===== config.mk =====
export PLATFORM = sky130hd
export DESIGN_NAME = vga_capture
export DESIGN_NICKNAME = d
export VERILOG_FILES = /design/src/rtl/vga_pkg.sv /design/src/rtl/vga_sync_edge.sv /design/src/rtl/vga_capture.sv
export SDC_FILE = /design/constraint.sdc
export NUM_CORES = 1
export LEC_CHECK = 0
export CAP_MARGIN = 15
export CELL_PAD_IN_SITES_DETAIL_PLACEMENT = 1
export CELL_PAD_IN_SITES_GLOBAL_PLACEMENT = 1
export CORE_UTILIZATION = 27
export DETAILED_ROUTE_END_ITERATION = 8
export PLACE_DENSITY_LB_ADDON = 0.1
export SYNTH_ARGS = -nofsm -noshare
export SYNTH_HDL_FRONTEND = slang
export SYNTH_SLANG_ARGS = --single-unit

===== constraint.sdc =====
create_clock -name clock -period 2.36 [get_ports clock]
set_input_delay 0.472 -clock clock [delete_from_list [all_inputs] [get_ports clock]]
set_output_delay 0.472 -clock clock [all_outputs]
set_load 0.005 [all_outputs]

===== src/rtl/vga_pkg.sv =====
// Shared definitions for the VGA capture block.
// Holds the 640x480@60 timing constants, coordinate/counter widths and the
// capture FSM state type. Nothing in here generates logic on its own.
package vga_pkg;

    // Horizontal timing, in pixel clocks.
    localparam int VGA_H_ACTIVE = 640;
    localparam int VGA_H_FRONT  = 16;
    localparam int VGA_H_SYNC   = 96;
    localparam int VGA_H_BACK   = 48;
    localparam int VGA_H_TOTAL  = VGA_H_ACTIVE + VGA_H_FRONT + VGA_H_SYNC + VGA_H_BACK;

    // Vertical timing, in lines.
    localparam int VGA_V_ACTIVE = 480;
    localparam int VGA_V_FRONT  = 10;
    localparam int VGA_V_SYNC   = 2;
    localparam int VGA_V_BACK   = 33;
    localparam int VGA_V_TOTAL  = VGA_V_ACTIVE + VGA_V_FRONT + VGA_V_SYNC + VGA_V_BACK;

    // Datapath widths.
    localparam int X_W    = 10;   // column, saturates at 1023
    localparam int Y_W    = 9;    // row, saturates at 511
    localparam int RGB_W  = 24;
    localparam int HCNT_W = 12;   // hsync period counter, saturates at 4095
    localparam int FCNT_W = 16;

    typedef enum logic {
        SEEK    = 1'b0,
        CAPTURE = 1'b1
    } cap_state_t;

endpackage


===== src/rtl/vga_sync_edge.sv =====
// Input stage for the VGA capture block.
// Registers the raw VGA inputs once, normalises sync polarity so hs/vs are 1
// during the pulse, and flags edges against the previous registered value.
//
// Ports:
//   clock, reset                   pixel clock, synchronous active-high reset
//   vga_hsync/vsync/blank_n/r/g/b  raw VGA stream
//   hs, vs, valid, rgb             registered, polarity-normalised stream
//   hs_rise, vs_rise               sync assert edges
//   valid_fall                     end of an active run (end of line)
module vga_sync_edge
    import vga_pkg::*;
#(
    parameter bit SYNC_ACTIVE_LOW = 1'b1
) (
    input  logic             clock,
    input  logic             reset,
    input  logic             vga_hsync,
    input  logic             vga_vsync,
    input  logic             vga_blank_n,
    input  logic [7:0]       vga_r,
    input  logic [7:0]       vga_g,
    input  logic [7:0]       vga_b,
    output logic             hs,
    output logic             vs,
    output logic             valid,
    output logic [RGB_W-1:0] rgb,
    output logic             hs_rise,
    output logic             vs_rise,
    output logic             valid_fall
);

    logic hs_d;
    logic vs_d;
    logic valid_d;

    always_ff @(posedge clock) begin
        if (reset) begin
            hs      <= 1'b0;
            vs      <= 1'b0;
            valid   <= 1'b0;
            rgb     <= '0;
            hs_d    <= 1'b0;
            vs_d    <= 1'b0;
            valid_d <= 1'b0;
        end else begin
            hs      <= SYNC_ACTIVE_LOW ? ~vga_hsync : vga_hsync;
            vs      <= SYNC_ACTIVE_LOW ? ~vga_vsync : vga_vsync;
            valid   <= vga_blank_n;
            rgb     <= {vga_r, vga_g, vga_b};
            hs_d    <= hs;
            vs_d    <= vs;
            valid_d <= valid;
        end
    end

    assign hs_rise    = hs & ~hs_d;
    assign vs_rise    = vs & ~vs_d;
    assign valid_fall = ~valid & valid_d;

endmodule


===== src/rtl/vga_capture.sv =====
// VGA stream capture: recovers pixel coordinates from a VGA stream, issues
// framebuffer writes and checks line/frame/hsync timing, reporting lock.
//
// Ports:
//   clock, reset               pixel clock, synchronous active-high reset
//   vga_*                      incoming VGA stream
//   wr_en/wr_x/wr_y/wr_data    framebuffer write request, {r,g,b}
//   frame_start                pulse on every vsync assert edge
//   line_err/frame_err/hsync_err  one-cycle timing error pulses
//   locked                     LOCK_FRAMES consecutive clean frames seen
//   frame_count                completed frames, wraps
//
// state   | meaning
// SEEK    | waiting for a vsync assert edge; no writes, no error pulses
// CAPTURE | tracking col/row, writing active pixels, checking timing
module vga_capture
    import vga_pkg::*;
#(
    parameter int H_ACTIVE        = VGA_H_ACTIVE,
    parameter int V_ACTIVE        = VGA_V_ACTIVE,
    parameter int H_TOTAL         = VGA_H_TOTAL,
    parameter bit SYNC_ACTIVE_LOW = 1'b1,
    parameter int LOCK_FRAMES     = 2
) (
    input  logic              clock,
    input  logic              reset,
    input  logic              vga_hsync,
    input  logic              vga_vsync,
    input  logic              vga_blank_n,
    input  logic [7:0]        vga_r,
    input  logic [7:0]        vga_g,
    input  logic [7:0]        vga_b,
    output logic              wr_en,
    output logic [X_W-1:0]    wr_x,
    output logic [Y_W-1:0]    wr_y,
    output logic [RGB_W-1:0]  wr_data,
    output logic              frame_start,
    output logic              line_err,
    output logic              frame_err,
    output logic              hsync_err,
    output logic              locked,
    output logic [FCNT_W-1:0] frame_count
);

    localparam logic [X_W-1:0]    H_ACT_X  = X_W'(H_ACTIVE);
    localparam logic [Y_W-1:0]    V_ACT_Y  = Y_W'(V_ACTIVE);
    localparam logic [HCNT_W-1:0] H_TOT_C  = HCNT_W'(H_TOTAL);
    localparam int                GOOD_W   = (LOCK_FRAMES < 2) ? 1 : $clog2(LOCK_FRAMES + 1);
    localparam logic [GOOD_W-1:0] GOOD_MAX = GOOD_W'(LOCK_FRAMES);

    logic             hs;
    logic             vs;
    logic             valid;
    logic [RGB_W-1:0] rgb;
    logic             hs_rise;
    logic             vs_rise;
    logic             valid_fall;

    vga_sync_edge #(
        .SYNC_ACTIVE_LOW (SYNC_ACTIVE_LOW)
    ) u_sync_edge (
        .clock       (clock),
        .reset       (reset),
        .vga_hsync   (vga_hsync),
        .vga_vsync   (vga_vsync),
        .vga_blank_n (vga_blank_n),
        .vga_r       (vga_r),
        .vga_g       (vga_g),
        .vga_b       (vga_b),
        .hs          (hs),
        .vs          (vs),
        .valid       (valid),
        .rgb         (rgb),
        .hs_rise     (hs_rise),
        .vs_rise     (vs_rise),
        .valid_fall  (valid_fall)
    );

    cap_state_t state_q;
    cap_state_t state_d;

    logic [X_W-1:0]    col_q;
    logic [Y_W-1:0]    row_q;
    logic [HCNT_W-1:0] hs_cnt_q;
    logic              hs_armed_q;
    logic              line_flag_q;   // line_err already pulsed on this line
    logic              frame_bad_q;   // an error occurred during this frame
    logic [GOOD_W-1:0] good_q;

    logic              in_capture;
    logic              sync_viol;
    logic              pix_write;
    logic              line_end;
    logic              frame_end;
    logic              line_err_d;
    logic              frame_err_d;
    logic              hsync_err_d;
    logic              any_err;
    logic [GOOD_W-1:0] good_inc;

    // State register
    always_ff @(posedge clock) begin
        if (reset) begin
            state_q <= SEEK;
        end else begin
            state_q <= state_d;
        end
    end

    // Next state
    always_comb begin
        state_d = state_q;
        case (state_q)
            SEEK:    if (vs_rise) state_d = CAPTURE;
            CAPTURE: state_d = CAPTURE;
            default: state_d = SEEK;
        endcase
    end

    // Per-cycle decisions, registered below
    always_comb begin
        in_capture  = (state_q == CAPTURE);
        // A valid pixel inside a sync pulse is malformed: never written.
        sync_viol   = in_capture && valid && (hs || vs);
        pix_write   = in_capture && valid && !(hs || vs) &&
                      (col_q < H_ACT_X) && (row_q < V_ACT_Y);
        line_end    = in_capture && valid_fall;
        frame_end   = in_capture && vs_rise;
        // Line and frame checks both see the pre-update col/row.
        line_err_d  = in_capture && !line_flag_q &&
                      ((line_end && (col_q != H_ACT_X)) || sync_viol);
        frame_err_d = frame_end && (row_q != V_ACT_Y);
        hsync_err_d = in_capture && hs_rise && hs_armed_q && (hs_cnt_q != H_TOT_C);
        any_err     = line_err_d || frame_err_d || hsync_err_d;
        good_inc    = good_q + 1'b1;
    end

    always_ff @(posedge clock) begin
        if (reset) begin
            wr_en       <= 1'b0;
            wr_x        <= '0;
            wr_y        <= '0;
            wr_data     <= '0;
            frame_start <= 1'b0;
            line_err    <= 1'b0;
            frame_err   <= 1'b0;
            hsync_err   <= 1'b0;
            locked      <= 1'b0;
            frame_count <= '0;
            col_q       <= '0;
            row_q       <= '0;
            hs_cnt_q    <= '0;
            hs_armed_q  <= 1'b0;
            line_flag_q <= 1'b0;
            frame_bad_q <= 1'b0;
            good_q      <= '0;
        end else begin
            wr_en       <= pix_write;
            frame_start <= vs_rise;
            line_err    <= line_err_d;
            frame_err   <= frame_err_d;
            hsync_err   <= hsync_err_d;

            if (pix_write) begin
                wr_x    <= col_q;
                wr_y    <= row_q;
                wr_data <= rgb;
            end

            // Frame end wins over a coincident line end.
            if (!in_capture || frame_end) begin
                col_q <= '0;
                row_q <= '0;
            end else if (line_end) begin
                col_q <= '0;
                if (row_q != '1) row_q <= row_q + 1'b1;
            end else if (valid && (col_q != '1)) begin
                col_q <= col_q + 1'b1;
            end

            // First hs edge in CAPTURE only arms the period check.
            if (!in_capture) begin
                hs_cnt_q   <= '0;
                hs_armed_q <= 1'b0;
            end else if (hs_rise) begin
                hs_cnt_q   <= HCNT_W'(1);
                hs_armed_q <= 1'b1;
            end else if (hs_cnt_q != '1) begin
                hs_cnt_q <= hs_cnt_q + 1'b1;
            end

            if (!in_capture || line_end || frame_end) begin
                line_flag_q <= 1'b0;
            end else if (sync_viol) begin
                line_flag_q <= 1'b1;
            end

            if (frame_end) begin
                frame_count <= frame_count + 1'b1;
                frame_bad_q <= 1'b0;
                if (any_err || frame_bad_q) begin
                    good_q <= '0;
                    locked <= 1'b0;
                end else if (good_q != GOOD_MAX) begin
                    good_q <= good_inc;
                    locked <= (good_inc == GOOD_MAX);
                end else begin
                    locked <= 1'b1;
                end
            end else if (any_err) begin
                good_q      <= '0;
                locked      <= 1'b0;
                frame_bad_q <= 1'b1;
            end
        end
    end

endmodule


-- After elaboration in Yosys (flattened, before gate mapping)
Cells that the tools add are included.
W data, S select, Z words.
- divide/modulo/power cells: 0
- add/sub/neg operators: 5
- equal/unequal tests: 9
- order comparisons: 2
- bitwise logic cells: 9
- shifts and indexed selects: 0
- reductions and logical operators: 36
- multipliers: 0
- muxes and demuxes: 12
- operators with widths (kind ; count):
    $ne A10 B10 Y1 const B ; 2
    $ne A9 B9 Y1 const B ; 2
    $add A16 B1 Y16 const B ; 1
    $logic_and A1 B1 Y1 ; 15
    $add A12 B1 Y12 const B ; 1
    $ne A12 B10 Y1 const B ; 1
    $ne A12 B12 Y1 const B ; 1
    $add A10 B1 Y10 const B ; 1
    $lt A10 B10 Y1 const B ; 1
    $add A9 B1 Y9 const B ; 1
    $lt A9 B9 Y1 const B ; 1
    $logic_or A1 B1 Y1 ; 8
    $mux W2 ; 4
    $reduce_or A2 Y1 ; 4
    $mux W1 ; 7
    $not A1 Y1 ; 6
    $reduce_or A3 Y1 ; 2
    $reduce_and A2 Y1 ; 2
    $reduce_bool A2 Y1 ; 2
    $and A1 B1 Y1 ; 3
    $logic_not A1 Y1 ; 3
    $ne A3 B1 Y1 const B ; 1
    $add A2 B1 Y2 const B ; 1
    $eq A2 B2 Y1 const B ; 1
    other kinds (2) ; 2
- memories: 0
- input port bits: 29
- bits in read-only memories: 0
- RAM bits: 0
- flip-flop bits (word level): 132
- bits in latches: 0
- output and inout port bits: 65

-- Depth between registers and ports, before layout
- depth in word-level cells: 11
- gate-level depth with buffers: 8
- mapped depth without buffers: 7

-- By module
From an unflattened synthesis, not the netlist that was laid out.
- cell total of the unflattened synthesis: 537
- area, all modules: 5201.2 um^2
- modules (own cells, without submodules) (module ; area an instance (um^2) ; cells each ; instances):
    vga_capture ; 4307.9 ; 471 ; 1
    vga_sync_edge ; 893.4 ; 66 ; 1

-- Worst setup path after synthesis
No wires, ideal clock.
- path type: flip-flop to flip-flop
- from: register row_q[0]
- to: register row_q[7]
- setup time: 127 ps
- cell stages (with the launch flop): 9
- arrival: 1803 ps
- setup slack: 430 ps
- period minus slack after synthesis: 1930 ps
- cells stage by stage: dfxtp_1 -> ha_1 -> and4_1 -> ha_1 -> nor4bb_1 -> clkbuf_1 -> nand4_1 -> xor2_1 -> nor2_1
- word-level cells in the longest chain between the ends: 2
- RTL lines (item ; RTL line ; source):
    start: declaration ; vga_capture.sv:83 ; logic [Y_W-1:0] row_q;
    start signal: assignment ; vga_capture.sv:176 ; if (row_q != '1) row_q <= row_q + 1'b1;
    parallel branches: the longest is 2 deep, another holds $add A9 B1 Y9 ; -- ;
Several ways; the timed one is not identified.
A chain may end at the register's enable or synchronous reset.

-- Worst setup path in the final report
Same ends and word-level chain as after synthesis.

==> results.yml <==
sta:
  hold_viol_final: 0
  fmax_mhz: 494
  slew_viol_final: 0
  min_period_ps: 2020
  final.setup_skew_ps: 10.9
  setup_tns_ps: 0
  fin_hold_ws_ps: 333
  worstMarginPinSlew_ps: 571
  setup_violations: 0
  rsz0062_at_grt: "no"
  min_period_over_period: 0.858
  max-slew-margin-rel: 0.619
final_layout:
  final_common_cell: "dfxtp_1"
  nNetsFinal: 709
  seqCellArea_mm2: 0.00264
  diodes: 0
  fin_cells: 913
  layout-drive-gt1-share: 0.0819
  fillers: 2090
  layout_common_cells: "dfxtp_1, nand2_1, clkdlybuf4s50_1"
  multiInputGateArea_mm2: 0.00229
  area_growth_pct: 34.5
  final_core_util: 0.377
place:
  dp_hpwl_um: 9360
  globalplace.congestion: 0.763
  placed_cells: 881
  io_buffers: 93
route:
  wl_um: 13400
  drc_errors: 0
  ant_nets: 0
  first_pass_iters: 4
  drtIter0Drc: 161
  viasPerCell: 4.67
  via_count: 4264
  wire_per_inst_um: 14.7
setup_path:
  critical_path_class: "flip-flop to flip-flop"
  critical_path.max_stage_delay_ps: 360
  crit_family: "simple AND/OR/NAND/NOR gates"
  end_kind: "flip-flop"
  arrival_ps: 2320
  cp_max_fo: 10
  crit_buf_inv: 1
  crit_top_cell: "ha_1"
  cp_slowest_cell: "dfxtp_1"
  path_cells: "ha_1 > and4_1 > ha_1 > nor4bb_1 > buf_4 > nand4_1 > xor2_1 > nor2_1"
  startpoint_type: "flip-flop"
  worstPathRequired_ps: 2650
yosys:
  ys_seq_area_frac: 0.517
  synth.distinct_cells: 51
  yosys_warnings: 0
  synth_cells: 575
  avgSynthCellArea_um2: 8.90
  synthFlopType: "dfxtp_1"
  synth_nets: 613
  synth_edf_count: 0
  async_flop_share: 0
  syn_area_mm2: 0.00511
  synth_seq_cells: 132
floorplan:
  fp.dieH_um: 140
  ios: 94
  die-area_mm2: 0.0195
  initial_utilization: 0.280
  design.core.area_mm2: 0.0183
  fp-row-count: 49
  die_w_um: 140
global_routing:
  grt_pass1_vias: 4320
  gr-usage-met3: 0.0334
  overflow: 0
  grt_use_met2: 0.244
  antenna_found_initial: 0
  met1_usage: 0.170
  busiest_layer: "met2"
  grt_max_degree: 56
  grt_pass1_wl_um: 21800
  grtUsageTotal: 0.142
status:
  status: "finished, final reports clean"
clocking:
  cts_max_level: 4
  cts_tree: "yes"
  cts.clk_slew.worst_paths_ps: 60
  cts_buffers: 17
  cts_buffer_depth: 2
  clk-insertion-delay-late_ps: 420
  cts_num_sinks: 132
  cts_setup_buffers: 0
  cts-root-buf: "clkbuf_16"
  cts.hold.buffers_added: 0
  cts.repair.resized: 0
job:
  max_cap_violations: 0
pwr:
  ir_worst_vdd_v: 0.000432
  power_density_mw_per_mm2: 724
  power.leakage_nw: 2.38
min_path:
  hp-class: "primary input to flip-flop"
-- layer usage --
metal	share of wire	vias to the layer above	wire length, um
met1	0.47	2054	6280
met4	0.015	0	195
met3	0.026	13	346
met2	0.49	45	6610
li1	-	2152	-
met5	0	-	0
-- cell type report --
type	instances	share of cell area
flip-flops and latches	132	0.384
clock inverters	15	0.0202
inverters	19	0.0104
clock buffers	17	0.0618
repair buffers	104	0.149
well taps	229	0.0416
multi-input cells	397	0.333
-- cells in the mapped netlist (6+ instances only) --
cell,count,area (um^2)
buf_2,6,30.0
nand4_1,12,75.1
clkbuf_1,18,67.6
dfxtp_1,132,2640
nand3_1,14,70.1
nor3_1,10,50.1
xnor2_1,13,114
nand2_1,101,379
a21oi_1,60,300
xor2_1,13,114
nor2_1,49,184
inv_1,19,71.3
ha_1,9,113
nor2b_1,32,200
o21ai_0,9,45.0
-- power breakdown --
part,total (mW),internal [mW],switching [mW]
clock network,2.53,1.39,1.13
registers,2.29,2.26,0.0249
logic,0.167,0.0871,0.0800
total,4.98,3.74,1.24
-- worst paths after layout --
path                                                startpoint  slack (ps)  cells past startpoint                             end
worst max-delay path                     row_q[0]$_SDFFE_PP0P_         340                      8           row_q[7]$_SDFFE_PP0P_
worst max register to register           row_q[0]$_SDFFE_PP0P_         340                      8           row_q[7]$_SDFFE_PP0P_
worst min-delay path                                     reset         330                      2  u_sync_edge.valid_d$_SDFF_PP0_
worst min register to register  u_sync_edge.rgb[10]$_SDFF_PP0_         430                      2        wr_data[10]$_SDFFE_PP0P_
-- worst register-to-register path, stage by stage, from the launching register on --
cell and delay [ps]:
dfxtp_1 360, ha_1 260, and4_1 210, ha_1 180, nor4bb_1 310, buf_4 240
nand4_1 120, xor2_1 160, nor2_1 50
-- registers in the layout, indices dropped and copies added, names as in the netlist, 2 cells and up --
name,count
wr_data,24
good_q,2
wr_y,9
hs_cnt_q,12
frame_count,16
row_q,9
wr_x,10
u_sync_edge.rgb,24
col_q,10
-- metrics by stage --
stage                     cell area, um^2  worst slack (ps)  total power [mW]
after floorplan                      5110               430              2.42
after global placement               6320               463              2.51
after detailed placement             6320               332              2.51
after CTS                            6880               322              5.06
after global routing                 6880               232              5.19
final                                6880               336              4.98
-- cells by family after synthesis --
kind of cell | Yosys count | share of synthesized area
and+or+nand+nor | 264 | 0.264
DFF | 132 | 0.517
AOI/OAI and AO/OA | 92 | 0.106
buffers and inverters | 46 | 0.0352
xor gates and xnor gates | 26 | 0.0445
adders and majority gates | 9 | 0.0220
muxes | 6 | 0.0122
Power figures use the tool's default switching activity.
